==> config.mk <==
export PLATFORM = sky130hd
export DESIGN_NAME = aes_cop_stream_adapter
export DESIGN_NICKNAME = d
export VERILOG_FILES = /design/src/rtl/aes_cop_pkg.sv /design/src/rtl/aes_cop_word_buf.sv /design/src/rtl/aes_cop_stream_adapter.sv
export SDC_FILE = /design/constraint.sdc
export NUM_CORES = 1
export LEC_CHECK = 0
export CAP_MARGIN = 40
export CORE_AREA = 2 2 205 207
export CTS_CLUSTER_DIAMETER = 50
export DETAILED_ROUTE_END_ITERATION = 8
export DIE_AREA = 0 0 207 209
export PLACE_DENSITY_LB_ADDON = 0.25
export SLEW_MARGIN = 5
export SYNTH_ARGS = -nofsm -noshare
export SYNTH_HDL_FRONTEND = slang
export SYNTH_SLANG_ARGS = --single-unit
==> constraint.sdc <==
create_clock -name clock -period 2.7 [get_ports clock]
set_input_delay 0.81 -clock clock [delete_from_list [all_inputs] [get_ports clock]]
set_output_delay 0.81 -clock clock [all_outputs]
set_load 0.1 [all_outputs]
==> src/rtl/aes_cop_pkg.sv <==
// Shared definitions for the AES coprocessor stream adapter: register map,
// status commands, adapter FSM states and the config-word selector.
package aes_cop_pkg;

    localparam logic [3:0] ADDR_STATUS = 4'd0;
    localparam logic [3:0] ADDR_NONCE0 = 4'd1;
    localparam logic [3:0] ADDR_KEY0   = 4'd5;
    localparam logic [3:0] ADDR_DIN    = 4'd13;
    localparam logic [3:0] ADDR_DOUT   = 4'd14;

    localparam logic [31:0] STATUS_RUN = 32'h0000_0001;
    localparam logic [31:0] STATUS_RST = 32'h0000_0002;

    localparam int unsigned CFG_WORDS = 12;
    localparam int unsigned BLK_WORDS = 4;

    typedef enum logic [2:0] {IDLE, CFG, LOAD, RUN, WAIT, READ, OUT, ABORT} state_e;

    // Config word idx 0..3 are nonce words, 4..11 are key words.
    function automatic logic [31:0] cfg_word(input logic [255:0] key,
                                             input logic [127:0] nonce,
                                             input logic [3:0]   idx);
        logic [2:0] k;
        k = idx[2:0] - 3'd4;
        if (idx < 4'd4) begin
            cfg_word = nonce[idx[1:0]*32 +: 32];
        end else begin
            cfg_word = key[k*32 +: 32];
        end
    endfunction

endpackage

==> src/rtl/aes_cop_word_buf.sv <==
// 4x32 capture buffer: words are written in order by wr_en_i and read back in
// the same order, advancing the read index on each pop.
module aes_cop_word_buf
    import aes_cop_pkg::*;
(
    input  logic        clk_i,
    input  logic        rst_ni,
    input  logic        clr_i,
    input  logic        wr_en_i,
    input  logic [31:0] wr_data_i,
    input  logic        pop_i,
    output logic [31:0] rd_data_o,
    output logic        wr_last_o,
    output logic        rd_last_o
);

    logic [31:0] mem_q [BLK_WORDS];
    logic [1:0]  wr_idx_q;
    logic [1:0]  rd_idx_q;

    // Storage and both indices; indices wrap after four words.
    always_ff @(posedge clk_i or negedge rst_ni) begin
        if (!rst_ni) begin
            for (int i = 0; i < int'(BLK_WORDS); i++) begin
                mem_q[i] <= '0;
            end
            wr_idx_q <= '0;
            rd_idx_q <= '0;
        end else if (clr_i) begin
            wr_idx_q <= '0;
            rd_idx_q <= '0;
        end else begin
            if (wr_en_i) begin
                mem_q[wr_idx_q] <= wr_data_i;
                wr_idx_q        <= wr_idx_q + 2'd1;
            end
            if (pop_i) begin
                rd_idx_q <= rd_idx_q + 2'd1;
            end
        end
    end

    // Read port and last-slot flags.
    always_comb begin
        rd_data_o = mem_q[rd_idx_q];
        wr_last_o = (wr_idx_q == 2'd3);
        rd_last_o = (rd_idx_q == 2'd3);
    end

endmodule

==> src/rtl/aes_cop_stream_adapter.sv <==
// Drives the aes256_coprocessor register bus: one-time key/nonce load, then per
// block 4 words in from a stream, run, wait for interrupt, 4 words back out.
module aes_cop_stream_adapter
    import aes_cop_pkg::*;
#(
    parameter int unsigned TIMEOUT_CYCLES = 1024
) (
    input  logic         clock,
    input  logic         rst_n,
    input  logic         cfg_start,
    input  logic [255:0] cfg_key,
    input  logic [127:0] cfg_nonce,
    input  logic         s_valid,
    output logic         s_ready,
    input  logic [31:0]  s_data,
    output logic         m_valid,
    input  logic         m_ready,
    output logic [31:0]  m_data,
    output logic         busy,
    output logic         err,
    output logic [3:0]   cop_addr,
    output logic [31:0]  cop_din,
    output logic         cop_we,
    input  logic [31:0]  cop_dout,
    input  logic         cop_int
);

    localparam int unsigned TW = $clog2(TIMEOUT_CYCLES + 1);

    state_e          state_q, state_d;
    logic [3:0]      cnt_q, cnt_d;     // config word index in CFG, accepted words in LOAD
    logic [TW-1:0]   tmo_q, tmo_d;
    logic            err_q, err_d;

    logic [31:0]     buf_rd;
    logic            buf_wr_last;
    logic            buf_rd_last;

    aes_cop_word_buf u_obuf (
        .clk_i     (clock),
        .rst_ni    (rst_n),
        .clr_i     ((state_q != READ) && (state_q != OUT)),
        .wr_en_i   (state_q == READ),
        .wr_data_i (cop_dout),
        .pop_i     ((state_q == OUT) && m_ready),
        .rd_data_o (buf_rd),
        .wr_last_o (buf_wr_last),
        .rd_last_o (buf_rd_last)
    );

    // State and counter registers.
    always_ff @(posedge clock or negedge rst_n) begin
        if (!rst_n) begin
            state_q <= IDLE;
            cnt_q   <= '0;
            tmo_q   <= '0;
            err_q   <= 1'b0;
        end else begin
            state_q <= state_d;
            cnt_q   <= cnt_d;
            tmo_q   <= tmo_d;
            err_q   <= err_d;
        end
    end

    // Next-state and counter updates.
    always_comb begin
        state_d = state_q;
        cnt_d   = cnt_q;
        tmo_d   = tmo_q;
        err_d   = err_q;
        unique case (state_q)
            IDLE: begin
                if (cfg_start) begin
                    state_d = CFG;
                    cnt_d   = '0;
                    err_d   = 1'b0;
                end
            end
            CFG: begin
                if (cnt_q == 4'(CFG_WORDS - 1)) begin
                    state_d = LOAD;
                    cnt_d   = '0;
                end else begin
                    cnt_d = cnt_q + 4'd1;
                end
            end
            LOAD: begin
                if (s_valid) begin
                    if (cnt_q == 4'(BLK_WORDS - 1)) begin
                        state_d = RUN;
                        cnt_d   = '0;
                    end else begin
                        cnt_d = cnt_q + 4'd1;
                    end
                end
            end
            RUN: begin
                state_d = WAIT;
                tmo_d   = '0;
            end
            WAIT: begin
                // Interrupt takes priority over a simultaneous timeout.
                if (cop_int) begin
                    state_d = READ;
                end else if (tmo_q == TW'(TIMEOUT_CYCLES - 1)) begin
                    state_d = ABORT;
                    err_d   = 1'b1;
                end else begin
                    tmo_d = tmo_q + TW'(1);
                end
            end
            READ: begin
                if (buf_wr_last) begin
                    state_d = OUT;
                end
            end
            OUT: begin
                if (m_ready && buf_rd_last) begin
                    state_d = LOAD;
                    cnt_d   = '0;
                end
            end
            ABORT: begin
                state_d = IDLE;
            end
            default: begin
                state_d = IDLE;
            end
        endcase
    end

    // Bus and stream outputs decoded from the current state.
    always_comb begin
        cop_we   = 1'b0;
        cop_addr = ADDR_STATUS;
        cop_din  = '0;
        s_ready  = 1'b0;
        m_valid  = 1'b0;
        m_data   = '0;
        err      = err_q;
        busy     = !((state_q == IDLE) || ((state_q == LOAD) && (cnt_q == 4'd0)));
        unique case (state_q)
            CFG: begin
                cop_we   = 1'b1;
                cop_addr = ADDR_NONCE0 + cnt_q;
                cop_din  = cfg_word(cfg_key, cfg_nonce, cnt_q);
            end
            LOAD: begin
                s_ready = 1'b1;
                if (s_valid) begin
                    cop_we   = 1'b1;
                    cop_addr = ADDR_DIN;
                    cop_din  = s_data;
                end
            end
            RUN: begin
                cop_we  = 1'b1;
                cop_din = STATUS_RUN;
            end
            READ: begin
                cop_addr = ADDR_DOUT;
            end
            OUT: begin
                m_valid = 1'b1;
                m_data  = buf_rd;
            end
            ABORT: begin
                cop_we  = 1'b1;
                cop_din = STATUS_RST;
            end
            default: begin
            end
        endcase
    end

endmodule
* Word level (Yosys, flattened, before mapping)
Cells that the tools add are included.
** Operators by class
- $add $sub $neg :: 5
- Magnitude comparators :: 4
- Equality and inequality tests :: 24
- Shift operators :: 2
- Muxes and demuxes :: 42
- Bitwise operators :: 3
- Reduce and logical (&&, ||, !) cells :: 20
** Operators with widths (count)
- 256-bit by 9-bit indexed part select with 32-bit output :: 1
- 32-bit two-way mux :: 6
- 128-bit bitwise mux :: 1
- 32-bit case mux with 4 select lines :: 1
- 128-bit by 8-bit indexed part select with 32-bit output :: 1
- 32-bit binary-select mux with 2-bit select :: 1
- 32-bit demux with 2-bit select :: 1
- 3-bit two-way mux :: 8
- 4-bit two-way mux :: 6
- 3-bit case mux with 8 select lines :: 1
- 11-bit two-way mux :: 2
- 11-bit case mux with 2 select lines :: 1
- 2-bit inequality test (second input constant) :: 8
- 4-bit case mux with 4 select lines :: 1
- 3-bit == test (second input constant) :: 4
- 4-bit case mux with 3 select lines :: 1
- 11-bit by 1-bit adder with 11-bit output (second input constant) :: 1
- 11-bit by 10-bit == test with 1-bit output (second input constant) :: 1
- 3-bit inequality test (second input constant) :: 3
- 2-bit two-way mux :: 4
- 4-bit AND reduction :: 2
- 2-bit nonzero test :: 4
- 7-bit AND reduction :: 1
- 3-bit by 2-bit == test with 1-bit output (second input constant) :: 2
- other kinds (24) :: 38
** Word-level totals
- Register bits after elaboration :: 151

* Logic depth before layout (Yosys ltp)
- Depth in word-level cells :: 6
- Depth in mapped cells :: 7

* By module
Synthesis repeated with hierarchy kept, for this count alone.
** Unflattened totals
- Cell total of the unflattened synthesis :: 751
- Area total of the unflattened synthesis :: 10915.5 um^2
** By module, submodules not included
- aes_cop_word_buf :: instances 1, cells each 332, area an instance 6373.6 um^2, sequential area each 3303.2 um^2
- aes_cop_stream_adapter :: instances 1, cells each 419, area an instance 4541.9 um^2, sequential area each 475.5 um^2

* Least setup slack after synthesis
Ideal clock, no wire load.
- Path type :: reg2out
- Start point :: register cnt_q[1]
- End point :: output port busy
- Arrival time :: 3.608 ns
- Required time :: 1.890 ns
- Setup slack :: -1.718 ns
- Cell stages (with the launch flop) :: 8
- Buffers on the path :: 3
- Cells stage by stage :: dfrtp_1 -> clkbuf_1 -> buf_2 -> buf_1 -> inv_1 -> ha_1 -> nor3b_1 -> o21ai_0
** Between the ends
- Word-level cells in the longest chain between the ends :: 4
** RTL lines
- from (decl) :: line aes_cop_stream_adapter.sv:31 : logic [3:0] cnt_q, cnt_d;
- from (signal assigned) :: line aes_cop_stream_adapter.sv:60 : cnt_q <= cnt_d;
- 4-bit zero test :: line aes_cop_stream_adapter.sv:142 : busy = !((state_q == IDLE) || ((state_q == LOAD) && (cnt_q == 4'd0)));
- 1-bit logical AND :: line aes_cop_stream_adapter.sv:142
- 1-bit logical OR :: line aes_cop_stream_adapter.sv:142
- 1-bit zero test :: line aes_cop_stream_adapter.sv:142
- to (decl) :: line aes_cop_stream_adapter.sv:19 : output logic busy,
Every way passes these cells.

* Final worst setup path
- Start point :: register cnt_q[0]
- End point :: output port cop_din[27]
** Between the ends
- Word-level cells in the longest chain between the ends :: 4
** RTL lines
- 3-bit subtractor :: line aes_cop_pkg.sv:24 : k = idx[2:0] - 3'd4;
- 256-bit by 9-bit indexed part select with 32-bit output :: line aes_cop_pkg.sv:28 : cfg_word = key[k*32 +: 32];
- 32-bit two-way mux * :: line aes_cop_pkg.sv:25 : if (idx < 4'd4) begin
- 32-bit case mux with 4 select lines * :: line aes_cop_stream_adapter.sv:143 : unique case (state_q)
- to (decl) :: line aes_cop_stream_adapter.sv:22 : output logic [31:0] cop_din,
Every way passes the cells marked *; elsewhere a longest branch is shown, timed or not.

==> results_dict.tcl <==
set metrics [dict create \
    cts-hold-fix-buffers 0 \
    r2r_end "state_q[0]" \
    fin_crit_sh 1.18 \
    synthCells 744 \
    core_um2 41300 \
    start_util 0.248 \
    power.leakage_uw 0.00747 \
    rsz0062_at_grt "true" \
    clk_pin_slew_ns 0.07 \
    highest_layer "met5" \
    required_ns 1.89 \
    crit_arrival_ns 2.37 \
    cts_made_buffers 17 \
    ys_seq_area_frac 0.370 \
    mostFrequentLayoutCell "clkdlybuf4s50_1" \
    path_max_fanout 6 \
    ir_drop_v 0.000506 \
    cts_num_sinks 151 \
    fin_nets 1810 \
    crit_start "cnt_q[0]" \
    yosysWarnings 0 \
    final.setup.worst_slack_ns -0.482 \
    crit_family "buffers and inverters" \
    worstMarginPinSlew_ns 0.513 \
    syn_avg_cell_area_um2 13.7 \
    status "finished, violations left" \
    crit_path_cell_trace "buf_12 > buf_12 > buf_6 > buf_4 > mux4_2 > mux2i_1 > o21ai_2 > buf_12" \
    synth-main-ff-cell "dfrtp_1" \
    cts-htree-levels 4 \
    critPathKind "reg2out" \
    dieHeight_um 209 \
    cts_tree "done" \
    failed_checks "setup timing" \
    clock_latency_ns 0.43 \
    die_x_um 207 \
    fp-row-count 75 \
    grt_max_degree 61 \
    layout-drive-gt1-share 0.428 \
    max_freq_mhz 314 \
    dp_hpwl_um 38800 \
    clockBufferDepth 2 \
    drv_slew 0 \
    critPathSlowestCell "dfrtp_4" \
    cts_root_buf "clkbuf_16" \
    synth_edf_count 0 \
    grt_pass1_vias 10100 \
    p_per_area_nw_per_um2 925 \
    gp_congestion 0.923 \
    max_cap_violations 0 \
    reg2regPathDepth 8 \
    antenna_left 0 \
    synth-seq-cells 151 \
    port_buffers 526 \
    grt_pass1_wl_um 69400 \
    fin_crit_ns 3.18 \
    hp-class "in2async" \
    dr.pass1.iters 4 \
    route.detailed.drc 0 \
    synth_nets 1206 \
    totalWireLength_um 49100 \
    cp_num_buf_inv 5 \
    synthTopCellsByArea "dfrtp_1 37%, mux4_2 28%, mux2_2 13%" \
    gr-usage-all-layers 0.221 \
    drtIter0Drc 527 \
    synth_top_area_frac 0.370 \
    ys_types 50 \
    maxSlewHeadroom 0.658 \
    finClkSkew_ns 0.00927 \
    routed-wl-met3_um 3660 \
    final_cell_area_um2 19200 \
    die_area_um2 43300 \
    nFillCells 3735 \
    syn2layout_area_growth_pct 87.6 \
    yosysTopAreaCell "dfrtp_1" \
    placed_area_um2 17500 \
    grt_overflow 0 \
    antenna_found_initial 22 \
    route.met2.wl_um 24200 \
    vias_per_cell 4.96 \
    startpoint_type "flip-flop" \
    r2r-start "cnt_q[0]" \
    wl_met1_um 20300 \
    cpPeakStageDelay_ns 0.50 \
    timing.critical_path.mode_cell "buf_12" \
    hold_viol_final 0 \
    reg2reg_slack_ns 0.25 \
    synth_area_um2 10200 \
    ios 527 \
    end_kind "output pin" \
    finalSetupViolCount 69 \
    async_reset_ff_frac 1.00 \
    final_cell_mix "441 x clkdlybuf4s50_1, 148 x dfrtp_1, 128 x mux4_2" \
    wl_per_cell_um 25.8 \
    via_count 9456 \
    total_power_uw 17700 \
]
-- layout make-up --
| class | instances | area (µm²) | share of cell area |
|---|---|---|---|
| Timing Repair Buffer | 653 | 7570 | 0.395 |
| Multi-Input combinational cell | 512 | 6450 | 0.336 |
| Sequential cell | 151 | 3790 | 0.198 |
| Tap cell | 539 | 674 | 0.0352 |
| Clock buffer | 18 | 439 | 0.0229 |
| Clock inverter | 14 | 189 | 0.00985 |
| Inverter | 13 | 48.8 | 0.00255 |
| Antenna cell | 8 | 20.0 | 0.00104 |
-- kinds of logic after synthesis --
logic type	share of synthesized area
multiplexers	0.459
flip-flops	0.370
AND/OR/NAND/NOR	0.0600
AO/OA/AOI/OAI	0.0652
buffers and inverters	0.0334
adder cells (fa/ha/maj)	0.00979
XOR/XNOR	0.00257
-- where the power goes --
part	internal, µW	total [µW]	switching, µW
logic	5700	11800	6080
registers	2990	3420	423
clock network	1510	2540	1030
-- sequential cells by signal, indices dropped and copies added (netlist names) --
name,cells
state_q,3
cnt_q,4
u_obuf.mem_q,128
tmo_q,11
u_obuf.wr_idx_q,2
u_obuf.rd_idx_q,2
err,1
-- repair_timing --
action	in CTS	in global routing
pin swaps	44	17
setup buffers	36	8
endpoints found under the setup margin	70	69
gates resized for setup	122	26
cloned	10	2
-- synth_stat cells (3+ instances only) --
cell	number
dfrtp_1	151
mux4_2	128
mux2_2	121
o21ai_0	44
mux2i_1	37
clkbuf_1	36
and2_1	33
a22oi_1	30
buf_2	18
nand2_1	16
buf_1	12
inv_1	12
nand3_1	12
nor2_1	11
a21oi_1	9
ha_1	8
mux2_1	7
nand2b_1	5
and3_1	4
o31ai_1	4
nand3b_1	3
or4_1	3
-- worst max-delay path by stage --
stage / end / slack (ns) / cells after the start
CTS: cop_din[25] / -0.50 / 8
global placement: cop_din[6] / -0.68 / 8
floorplan: cop_din[0] / -0.73 / 5
detailed placement: cop_din[3] / -0.73 / 8
finish: cop_din[27] / -0.48 / 8
global route: cop_din[25] / -0.55 / 8
-- worst reg2reg max path: stages, from the launching register on --
cell,delay (ns)
dfrtp_4,0.44
buf_6,0.17
buf_4,0.16
ha_1,0.19
buf_4,0.13
or3b_1,0.34
a32o_1,0.28
nor4_2,0.43
mux2i_1,0.24
-- through the flow --
stage	utilization	setup TNS [ns]	std cells	hold slack, ns	setup slack [ns]
after detailed placement	0.424	-20.65	1817	0.481	-0.731
after global placement	0.424	-19.44	1817	0.469	-0.680
final	0.464	-18.06	1908	0.322	-0.482
after floorplan	-	-23.46	744	0.459	-0.725
after global routing	0.464	-22.51	1905	0.367	-0.548
after CTS	0.461	-16.94	1895	0.339	-0.499
-- metal layers --
layer | vias to the layer above | global-route usage
li1 | 4211 | -
met5 | - | 0
met3 | 66 | 0.0603
met4 | 8 | 0.0618
met2 | 391 | 0.365
met1 | 4780 | 0.286
Power figures use the tool's default switching activity.
